File: src/rtl/regfile_dump_reader_pkg.sv
// Shared types and constants for the register-file dump reader.
// Widths match the RegisterFile read port it sits on.
package regfile_dump_reader_pkg;

    localparam int NUM_REGS = 32;
    localparam int ADDR_W   = 5;
    localparam int DATA_W   = 32;

    typedef logic [ADDR_W-1:0] reg_idx_t;
    typedef logic [DATA_W-1:0] reg_data_t;

    typedef enum logic [1:0] {
        IDLE = 2'd0,
        READ = 2'd1,
        SEND = 2'd2,
        DONE = 2'd3
    } state_e;

    // A request is usable only when it is non-empty and stays inside the file.
    function automatic logic range_ok(input reg_idx_t first_idx, input reg_idx_t last_idx);
        return (first_idx <= last_idx) && (int'(last_idx) < NUM_REGS);
    endfunction

endpackage

File: src/rtl/regfile_dump_reader_if.sv
// Dump beat stream: one register value plus its index per beat.
interface regfile_dump_reader_if;
    import regfile_dump_reader_pkg::*;

    // Valid/ready: a beat transfers on a rising clk edge where dump_valid and
    // dump_ready are both high; while dump_valid is high and dump_ready is low,
    // dump_data and dump_index hold steady. dump_ready alone has no effect.
    logic      dump_valid;
    logic      dump_ready;
    reg_data_t dump_data;
    reg_idx_t  dump_index;

    modport master (
        output dump_valid,
        output dump_data,
        output dump_index,
        input  dump_ready
    );

    modport slave (
        input  dump_valid,
        input  dump_data,
        input  dump_index,
        output dump_ready
    );

endinterface

File: src/rtl/regfile_dump_range_counter.sv
// Holds the current and final register index of a dump and flags the last one.
module regfile_dump_range_counter
    import regfile_dump_reader_pkg::*;
(
    input  logic     clk,
    input  logic     rst,
    input  logic     load,
    input  logic     advance,
    input  reg_idx_t first_reg,
    input  reg_idx_t last_reg,
    output reg_idx_t cur,
    output logic     is_last
);

    reg_idx_t cur_q, cur_d;
    reg_idx_t last_q, last_d;

    always_comb begin
        cur_d  = cur_q;
        last_d = last_q;
        if (load) begin
            cur_d  = first_reg;
            last_d = last_reg;
        end else if (advance) begin
            cur_d = cur_q + reg_idx_t'(1);
        end
    end

    always_ff @(posedge clk) begin
        if (rst) begin
            cur_q  <= '0;
            last_q <= '0;
        end else begin
            cur_q  <= cur_d;
            last_q <= last_d;
        end
    end

    // Compared before incrementing, so a dump ending at the top index never wraps.
    assign cur     = cur_q;
    assign is_last = (cur_q == last_q);

endmodule

File: src/rtl/regfile_dump_reader.sv
// Walks an inclusive register range on the RegisterFile read port and streams
// each value with its index as one valid/ready beat.
module regfile_dump_reader
    import regfile_dump_reader_pkg::*;
(
    input  logic                         clk,
    input  logic                         rst,
    input  logic                         start,
    input  logic                         abort,
    input  reg_idx_t                     first_reg,
    input  reg_idx_t                     last_reg,
    output reg_idx_t                     rf_read_register,
    input  reg_data_t                    rf_read_data,
    regfile_dump_reader_if.master        dump,
    output logic                         busy,
    output logic                         done,
    output logic                         err,
    output state_e                       dbg_state
);

    state_e    state_q, state_d;
    logic      err_q, err_d;
    reg_data_t data_q, data_d;
    reg_idx_t  index_q, index_d;

    logic     load;
    logic     advance;
    logic     capture;
    reg_idx_t cur;
    logic     is_last;

    regfile_dump_range_counter u_range (
        .clk       (clk),
        .rst       (rst),
        .load      (load),
        .advance   (advance),
        .first_reg (first_reg),
        .last_reg  (last_reg),
        .cur       (cur),
        .is_last   (is_last)
    );

    always_comb begin
        state_d = state_q;
        err_d   = 1'b0;
        load    = 1'b0;
        advance = 1'b0;
        capture = 1'b0;
        if (abort) begin
            state_d = IDLE;
        end else begin
            case (state_q)
                IDLE: begin
                    if (start) begin
                        if (range_ok(first_reg, last_reg)) begin
                            load    = 1'b1;
                            state_d = READ;
                        end else begin
                            err_d = 1'b1;
                        end
                    end
                end
                READ: begin
                    capture = 1'b1;
                    state_d = SEND;
                end
                SEND: begin
                    if (dump.dump_ready) begin
                        if (is_last) begin
                            state_d = DONE;
                        end else begin
                            advance = 1'b1;
                            state_d = READ;
                        end
                    end
                end
                DONE:    state_d = IDLE;
                default: state_d = IDLE;
            endcase
        end
    end

    // The read port is combinational, so the value for cur is sampled in READ.
    always_comb begin
        data_d  = data_q;
        index_d = index_q;
        if (capture) begin
            data_d  = rf_read_data;
            index_d = cur;
        end
    end

    always_ff @(posedge clk) begin
        if (rst) begin
            state_q <= IDLE;
            err_q   <= 1'b0;
            data_q  <= '0;
            index_q <= '0;
        end else begin
            state_q <= state_d;
            err_q   <= err_d;
            data_q  <= data_d;
            index_q <= index_d;
        end
    end

    assign busy             = (state_q == READ) || (state_q == SEND);
    assign done             = (state_q == DONE);
    assign err              = err_q;
    assign rf_read_register = busy ? cur : '0;
    assign dump.dump_valid  = (state_q == SEND);
    assign dump.dump_data   = data_q;
    assign dump.dump_index  = index_q;
    assign dbg_state        = state_q;

endmodule
File: src/flat_wrapper.sv
// flat-port wrapper written by rule: the top's interface ports become plain ports
module regfile_dump_reader_flat import regfile_dump_reader_pkg::*;
  (clk, rst, start, abort, first_reg, last_reg, rf_read_register, rf_read_data, busy, done, err, dbg_state, dump_dump_valid, dump_dump_data, dump_dump_index, dump_dump_ready);
  regfile_dump_reader_if dump_i ();
  input  logic clk;
  input  logic rst;
  input  logic start;
  input  logic abort;
  input  reg_idx_t first_reg;
  input  reg_idx_t last_reg;
  output reg_idx_t rf_read_register;
  input  reg_data_t rf_read_data;
  output logic busy;
  output logic done;
  output logic err;
  output state_e dbg_state;
  output wire logic [$bits(dump_i.dump_valid)-1:0] dump_dump_valid;
  output wire logic [$bits(dump_i.dump_data)-1:0] dump_dump_data;
  output wire logic [$bits(dump_i.dump_index)-1:0] dump_dump_index;
  input wire logic [$bits(dump_i.dump_ready)-1:0] dump_dump_ready;
  assign dump_dump_valid = dump_i.dump_valid;
  assign dump_dump_data = dump_i.dump_data;
  assign dump_dump_index = dump_i.dump_index;
  assign dump_i.dump_ready = dump_dump_ready;
  regfile_dump_reader u_core (.clk(clk), .rst(rst), .start(start), .abort(abort), .first_reg(first_reg), .last_reg(last_reg), .rf_read_register(rf_read_register), .rf_read_data(rf_read_data), .dump(dump_i), .busy(busy), .done(done), .err(err), .dbg_state(dbg_state));
endmodule
File: config.mk
export PLATFORM = sky130hd
export DESIGN_NAME = regfile_dump_reader_flat
export DESIGN_NICKNAME = d
export VERILOG_FILES = /design/src/rtl/regfile_dump_reader_pkg.sv /design/src/rtl/regfile_dump_reader_if.sv /design/src/rtl/regfile_dump_range_counter.sv /design/src/rtl/regfile_dump_reader.sv /design/src/flat_wrapper.sv
export SDC_FILE = /design/constraint.sdc
export NUM_CORES = 1
export LEC_CHECK = 0
export BUFFER_PORTS_ARGS = -buffer_cell sky130_fd_sc_hd__buf_4
export CAP_MARGIN = 10
export CORE_MARGIN = 4
export CORE_UTILIZATION = 40
export CTS_CLUSTER_DIAMETER = 100
export DETAILED_ROUTE_END_ITERATION = 6
export GPL_TIMING_DRIVEN = 0
export PLACE_DENSITY_LB_ADDON = 0.12
export SYNTH_ARGS = -nofsm -noshare
export SYNTH_HDL_FRONTEND = slang
export SYNTH_SLANG_ARGS = --single-unit
File: constraint.sdc
create_clock -name clk -period 1.97 [get_ports clk]
set_input_delay 0.2955 -clock clk [delete_from_list [all_inputs] [get_ports clk]]
set_output_delay 0.2955 -clock clk [all_outputs]
set_load 0.01 [all_outputs]
==> Word-level counts from Yosys, hierarchy flattened <==
Cells that the tools add are included.
{ "totals": {"wordCells": 42, "out_inout_bits": 48, "register_bits": 50} }
{ "op_classes": {"addsub": 1, "n_reduce_logical": 6, "n_bitwise": 2, "eq_ne": 7, "n_mux": 19, "n_lt_le_gt_ge": 1} }
{ "ops": {"columns": ["op", "count"], "rows": [
  ["two-way mux 5 bit", 3],
  ["two-way mux 1 bit", 11],
  ["two-way mux 2 bit", 4],
  ["one-hot mux 2 bit (4 select lines)", 1],
  ["adder 5 x 1 -> 5 bit, second input constant", 1],
  ["equality test 5 bit", 1],
  ["less-or-equal comparator 5 bit", 1],
  ["equality test 2 bit, second input constant", 2],
  ["inequality test 2 x 1 -> 1 bit, second input constant", 2],
  ["OR reduction 4 bit", 1],
  ["AND reduction 3 bit", 1],
  ["equality test 2 x 1 -> 1 bit, second input constant", 1],
  ["zero test 2 bit", 1],
  ["inequality test 2 bit, second input constant", 1],
  ["NOT 1 bit", 2],
  ["nonzero test 2 bit", 1],
  ["OR reduction 2 bit", 1],
  ["logical OR 1 bit", 1]
]} }

==> Longest topological paths before layout <==
Gate-level depths: netlist (run 1).
{ "logic_depth": {"depth_word": 7, "mapped_depth": 9} }

==> Cells and area by module <==
Synthesis (run 1) repeated with hierarchy kept, for this count alone.
{ "hier_totals": {"cells_unflattened": 264, "area_unflattened_um2": 2177.1} }
{ "by_module_without_submodules": {"columns": ["module", "seq_area_each_um2", "cells_each", "area_each_um2", "n_inst"], "rows": [
  ["regfile_dump_reader", 800.8, 213, 1684.1, 1],
  ["regfile_dump_range_counter", 200.2, 51, 493.0, 1]
]} }

==> Worst setup path before layout (run 1) <==
No wires, ideal clock.
{ "synth_path": {"path_kind": "register to register", "from": "reg u_core.state_q[0] (netlist: u_core.dbg_state[0])", "to": "reg u_core.u_range.cur_q[3] (netlist: u_core.u_range.cur[3])", "t_required_ps": 1842, "synth_period_minus_slack_ps": 1756, "path_stages_with_launch": 8, "setup_slack_ps": 214, "t_arrival_ps": 1628, "cell_sequence": "dfxtp_1 > inv_1 > ha_1 > and3b_1 > and4_2 > nor3b_1 > a31oi_1 > a311oi_1"} }
{ "synth_via": {"elab_chain_cells": 4} }
{ "synth_lines": {"columns": ["item", "line", "rtl"], "rows": [
  ["start, declared", "regfile_dump_reader.sv:21", "state_e state_q, state_d;"],
  ["start signal, assigned", "regfile_dump_reader.sv:100", "state_q <= state_d;"],
  ["equality test 2 bit", null, null],
  ["named net dump_dump_valid", "flat_wrapper.sv:17", "output wire logic [$bits(dump_i.dump_valid)-1:0] dump_dump_valid;"],
  ["two-way mux 1 bit", "regfile_dump_reader.sv:52", "case (state_q)"],
  ["two-way mux 1 bit", "regfile_dump_reader.sv:49", "if (abort) begin"],
  ["nonzero test 2 bit (no line)", null, null],
  ["end signal, assigned", "regfile_dump_range_counter.sv:34", "cur_q <= cur_d;"],
  ["end, declared", "regfile_dump_range_counter.sv:15", "reg_idx_t cur_q, cur_d;"]
]} }
The timed path passes the listed nets, and every way through them passes these cells.
A chain may end at the register's enable or synchronous reset.

==> Worst setup path in the final report (run 1) <==
{ "layout_path": {"from": "reg u_core.state_q[1] (netlist: u_core.dbg_state[1])", "to": "out rf_read_register[2]"} }
{ "layout_via": {"elab_chain_cells": 3} }
{ "layout_lines": {"columns": ["item", "line", "rtl"], "rows": [
  ["equality test 2 x 1 -> 1 bit or equality test 2 bit (tied branches)", "regfile_dump_reader.sv:107", "assign busy = (state_q == READ) || (state_q == SEND);"],
  ["logical OR 1 bit *", "regfile_dump_reader.sv:107", null],
  ["two-way mux 5 bit *", "regfile_dump_reader.sv:110", "assign rf_read_register = busy ? cur : '0;"],
  ["end, declared", "flat_wrapper.sv:11", "output reg_idx_t rf_read_register;"]
]} }
Every way passes the cells marked *; elsewhere a longest branch is shown, timed or not.

==> results of run 1 <==
[power groups by stage]
| stage | clock [mW] | sequential [mW] | combinational, mW |
|---|---|---|---|
| floorplan | 0 | 1.10 | 0.175 |
| CTS | 0.655 | 1.08 | 0.341 |
| global route | 0.699 | 1.08 | 0.379 |
| detailed placement | 0 | 1.10 | 0.340 |
| finish | 0.627 | 1.08 | 0.340 |
| global placement | 0 | 1.10 | 0.338 |
[layout by cell type (no fill, tap or decap), drive strengths merged, types with 2 or more instances in the layout]
master,netlist,layout
clkinv,0,2
dfxtp,50,50
nor2,12,12
xor2,4,4
nor2b,2,2
and2,5,5
inv,8,8
buf,8,100
nand4,3,3
a21oi,42,42
clkbuf,7,15
xnor2,4,4
nand3,3,3
ha,11,11
and4,2,2
a211oi,4,4
mux2i,6,6
nand2,79,79
nand2b,5,5
[kinds of logic (layout without fill, tap and decap cells)]
kind of cell | Yosys count | in the layout
compound gates | 55 | 55
xor+xnor | 8 | 8
fa+ha+maj | 11 | 11
buf+inv | 23 | 125
flops | 50 | 50
mux | 6 | 6
simple gates | 116 | 116
[metrics by stage]
stage               util (%)  instance area (um2)  setup WS [ps]  total power [mW]
finish                 59.65                 3124          133.4             2.044
global route           59.65                 3124          5.666             2.160
CTS                    59.48                 3115          54.66             2.073
detailed placement     57.57                 3015         -28.19             1.440
global placement       57.57                 3015         -6.663             1.436
floorplan                  -                 2222          214.4             1.278
[flip-flops by register name, summed over array words and instances (netlist names)]
name and count:
u_core.dump.dump_data 32, u_core.dump.dump_index 5, u_core.u_range.cur 5, u_core.u_range.last_q 5, u_core.dbg_state 2, u_core.err 1
[path summary, 6_finish.rpt]
check | start | endpoint | slack, ps | cells past startpoint
max | u_core.dbg_state[1]$_SDFFE_PP0P_ | rf_read_register[2] | 130 | 4
min | abort | u_core.dbg_state[0]$_SDFFE_PP0P_ | 200 | 2
max reg2reg | u_core.dbg_state[0]$_SDFFE_PP0P_ | u_core.u_range.cur[3]$_SDFFE_PP0P_ | 190 | 7
min reg2reg | u_core.dump.dump_data[5]$_SDFFE_PP0P_ | u_core.dump.dump_data[5]$_SDFFE_PP0P_ | 460 | 2
[critical path: stages (launching register included)]
cell,delay (ps)
dfxtp_1,410
inv_1,110
ha_1,370
and2_2,220
buf_4,140
[per-layer routing]
layer / vias up / global-route usage (%) / wire length (um)
met2: 59 / 26.36 / 2433
met5: - / 0 / 0
met4: 0 / 3.431 / 23
met3: 2 / 5.965 / 508
li1: 1096 / - / -
met1: 927 / 22.85 / 2700
[layout make-up]
cell class	count	area share (%)
Multi-Input combinational cell	196	35.84
Sequential cell	50	32.08
Timing Repair Buffer	94	22.59
Tap cell	70	2.803
Clock buffer	6	2.643
Buffer	15	2.523
Inverter	8	0.9612
Clock inverter	2	0.5607
==> flow_summary.ini, run 1 <==
[synthesis]
synth_xor_area_share_pct = 3.153
ys_ff_latch = 50
synth_ff_type = dfxtp_1
synth_top_cells_by_area = dfxtp_1, nand2_1, a21oi_1
yosysUniqueCellTypes = 37
synth_top_family_by_area = simple AND/OR/NAND/NOR gates
yosysTopAreaCellShare_pct = 45.05
synth_nets = 327
yosys.area.top_type = dfxtp_1
synth_fa_ha_area_share_pct = 6.194
yosysMostFrequentCell = nand2_1
synthMuxAreaShare_pct = 2.703
synthTopCellsByCount = nand2_1, dfxtp_1, a21oi_1
yosys_warnings = 0
ys_seq_area_share_pct = 45.05
synthCells = 269
postSynthAreaPerCell_um2 = 8.261
synthSimpleGateAreaFrac_pct = 23.54
synth_area_um2 = 2222
synth-edff-count = 0
async_reset_ff_share_pct = 0
synth_compound_area_share_pct = 14.70

[sta]
rsz0062_at_grt = false
setup_viol = 0
setup_tns_ps = 0
period_needed_ps = 1837
max_freq_ghz = 0.5445
worst_pin_slew_ps = 504.0
timing.hold.ws_ps = 202.6
min_period_over_period_pct = 93.23
slew_viol_final = 0
skew_ps = 8.641
maxSlewHeadroom_pct = 66.40
hold_viol = 0

[die]
initial_utilization_pct = 42.43
io_pins = 95
rows = 26
die_y_um = 82.54
die_area_um2 = 6812
die_width_um = 82.54
core_um2 = 5238

[worst_setup_path]
critical_path_arrival_ps = 1540
startpoint_type = flop
crit_type = flop to primary output
crit_required_ps = 1670
cp-end-kind = primary output
crit_fanout = 6

[power]
p_int_mw = 1.508
p_clk_share_pct = 30.7
p_leak_nw = 1.392
pwr-share-seq_pct = 52.7
p_sw_share_pct = 26.23
ir_drop_mv = 0.4588
power.share.combinational_pct = 16.6
p_switching_mw = 0.5360
powerDensity_nw_per_um2 = 654.2

[grt]
grt_pass1_vias = 1924
grt_max_degree = 17
grt-ovfl-total = 0
track_usage_pct = 16.98
grt_pass1_wl_mm = 9.066
grt_antenna_before_repair = 0

[placed_design]
dp_hpwl_mm = 4.358
port_buffers = 94
place.gp.congestion = 0.7447
placed_cells = 433

[clock_network]
hold_buffers = 0
root_buffer = clkbuf_8
ctsResizeCount = 0
htree_levels = 2
cts_tree = done
cts_setup_buffers = 0
path_clk_slew_ps = 90
clk_path_buf_depth = 2
clock-sinks = 50
clkLatencyLatePin_ps = 300
numCtsBuffers = 5

[layout]
area_growth_pct = 40.60
fillers = 496
instances_no_fill = 441
nNetsFinal = 428
antenna_cells = 0
multi_input_area_um2 = 1120
drive_gt1_share_pct = 31.81
register_area_um2 = 1002

[drt]
routedWlPerCell_um = 12.85
num_vias = 2084
wl_mm = 5.666
antenna_left = 0
drtIter0Drc = 63
drc = 0
drt_pass1_iterations = 4
vias_per_cell = 4.726

[flow_run]
maxCapViolations = 0

[outcome]
outcome = complete, no violations

[hold_path]
hp-class = input pin to flop
(Power assumes the default switching activity.)
==> run 2: changes to the inputs <==
--- a/config.mk
+++ b/config.mk
@@ -9,7 +9,6 @@
 export CAP_MARGIN = 10
 export CORE_MARGIN = 4
 export CORE_UTILIZATION = 40
-export CTS_CLUSTER_DIAMETER = 100
 export DETAILED_ROUTE_END_ITERATION = 6
 export GPL_TIMING_DRIVEN = 0
 export PLACE_DENSITY_LB_ADDON = 0.12
==> constraint.sdc (replaced) <==
create_clock -name clk -period 1.8 [get_ports clk]
set_input_delay 0.27 -clock clk [delete_from_list [all_inputs] [get_ports clk]]
set_output_delay 0.27 -clock clk [all_outputs]
set_load 0.01 [all_outputs]
==> flow_summary.ini, run 2 (same netlist as run 1, synthesis figures left out) <==
[outcome]
outcome = complete, no violations

[grt]
grt_pass1_wl_mm = 9.066
track_usage_pct = 16.98
use_met3_pct = 5.965
use_met1_pct = 22.85
grt_antenna_before_repair = 0
grt_max_degree = 17
busiest_layer = met2
grt_util_met2_pct = 26.36
grt-ovfl-total = 0
grt_pass1_vias = 1924

[drt]
wl_mm = 5.711
routedWlPerCell_um = 12.89
drc = 0
antenna_left = 0
vias_per_cell = 4.749
num_vias = 2104
drt_pass1_iterations = 4
drtIter0Drc = 47

[layout]
antenna_cells = 0
fin_util_pct = 60.58
area_growth_pct = 42.79
layout_commonest_cell = buf_4
drive_gt1_share_pct = 34.58
layout_common_cells = buf_4, nand2_1, dfxtp_1
largest_reg_flops = 32
design_area_um2 = 3173
nNetsFinal = 430

[clock_network]
cts_tree = done
clk_path_buf_depth = 2
clock-sinks = 50
clkLatencyLatePin_ps = 300
hold_buffers = 0
htree_levels = 2
root_buffer = clkbuf_8
path_clk_slew_ps = 90
numCtsBuffers = 5

[die]
initial_utilization_pct = 42.43
core_um2 = 5238
rows = 26
die_width_um = 82.54
die_y_um = 82.54
die_area_um2 = 6812
io_pins = 95

[sta]
max_freq_ghz = 0.5966
maxSlewHeadroom_pct = 66.06
period_needed_ps = 1676
skew_ps = 9.170
slew_viol_final = 0
hold_viol = 0
min_period_over_period_pct = 93.12
setup_viol = 0
worst_pin_slew_ps = 509.1
setup_tns_ps = 0

[power]
p_clk_share_pct = 30.2
p_sw_share_pct = 26.17
p_leak_nw = 1.416
pwr-share-seq_pct = 52.0
p_int_mw = 1.671
powerDensity_nw_per_um2 = 713.4
finalPower_mw = 2.264
p_switching_mw = 0.5923
ir_drop_mv = 0.5022
power.share.combinational_pct = 17.7

[hold_path]
min-delay-start = abort
hp-class = input pin to flop
min_to = u_core.dbg_state[0]$_SDFFE_PP0P_
whs_path_depth = 2

[placed_design]
place.gp.congestion = 0.7447
dp_hpwl_mm = 4.358
port_buffers = 94
dpl-instance-area_um2 = 3015

[worst_setup_path]
cp_cell_sequence = inv_2 -> ha_4 -> and3b_2 -> and4_2 -> nor3b_2 -> a31oi_1 -> a311oi_1
cp_slowest_cell = dfxtp_2
crit_type = flop to flop
r2r_cells = 7
critical_path_arrival_ps = 1890
crit_required_ps = 2010
r2r_setup_slack_ps = 120
critPathTopFamily = simple AND/OR/NAND/NOR gates
cp-end-kind = flop
cpPeakStageDelay_ps = 360
r2r_end = u_core.u_range.cur[3]$_SDFFE_PP0P_
worstReg2RegStart = u_core.dbg_state[0]$_SDFFE_PP0P_
startpoint_type = flop
critical_path_buf_inv_count = 1
crit_fanout = 6

[flow_run]
maxCapViolations = 0
## run 2: cell count changes in the layout (fill, tap and decap cells not counted), sizes merged
cell / delta
buf: +2
## run 2: power groups by stage
stage	sequential (mW)	clock (mW)	combinational (mW)
floorplan	1.21	0	0.191
global placement	1.20	0	0.370
detailed placement	1.20	0	0.373
CTS	1.18	0.716	0.375
global route	1.18	0.765	0.447
finish	1.18	0.684	0.401
## run 2: stage by stage
| step | cells | hold slack (ps) | setup WS [ps] |
|---|---|---|---|
| 2_1_floorplan | 269 | 349.3 | 44.43 |
| 3_3_place_gp | 433 | 442.6 | -151.2 |
| 3_5_place_dp | 433 | 448.0 | -172.7 |
| 4_1_cts | 441 | 169.4 | 1.019 |
| 5_1_grt | 443 | 162.4 | -30.59 |
| 6_report | 443 | 177.8 | 123.9 |
## run 2: layout make-up
type                    instances  area, um2
inverters                       8      30.03
repair buffers                 96      720.7
multi-input cells             196       1149
flip-flops and latches         50       1003
clock buffers                   6      82.58
well taps                      70      87.58
plain buffers                  15      82.58
fillers                       496       2064
clock inverters                 2      17.52
## run 2: worst max path at each step
stage	startpoint	endpoint	slack (ps)	cells past startpoint
after floorplan	u_core.dbg_state[0]$_SDFFE_PP0P_	u_core.u_range.cur[3]$_SDFFE_PP0P_	40	7
after global placement	last_reg[4]	u_core.u_range.last_q[3]$_SDFFE_PP0P_	-150	10
after detailed placement	last_reg[4]	u_core.u_range.cur[4]$_SDFFE_PP0P_	-170	10
after CTS	u_core.dbg_state[0]$_SDFFE_PP0P_	rf_read_register[2]	1	4
after global routing	last_reg[4]	u_core.u_range.cur[1]$_SDFFE_PP0P_	-30	10
final	u_core.dbg_state[0]$_SDFFE_PP0P_	u_core.u_range.cur[3]$_SDFFE_PP0P_	120	7
## run 2: timing repair
action                                  CTS  global route
gates resized for setup                   6            13
endpoints found under the setup margin   38            41
pin swaps                                 0             1
buffers inserted                          0             2
## run 2: worst reg2reg max path: stages, from the launching register on
cell and delay (ps):
dfxtp_2 360, inv_2 120, ha_4 170, and3b_2 230
and4_2 250, nor3b_2 170, a31oi_1 50, a311oi_1 240
## run 2: layer usage
| metal | vias to the layer above | wire length [um] |
|---|---|---|
| met4 | 0 | 23 |
| met5 | - | 0 |
| met2 | 63 | 2500 |
| met3 | 2 | 522 |
| li1 | 1104 | - |
| met1 | 935 | 2664 |
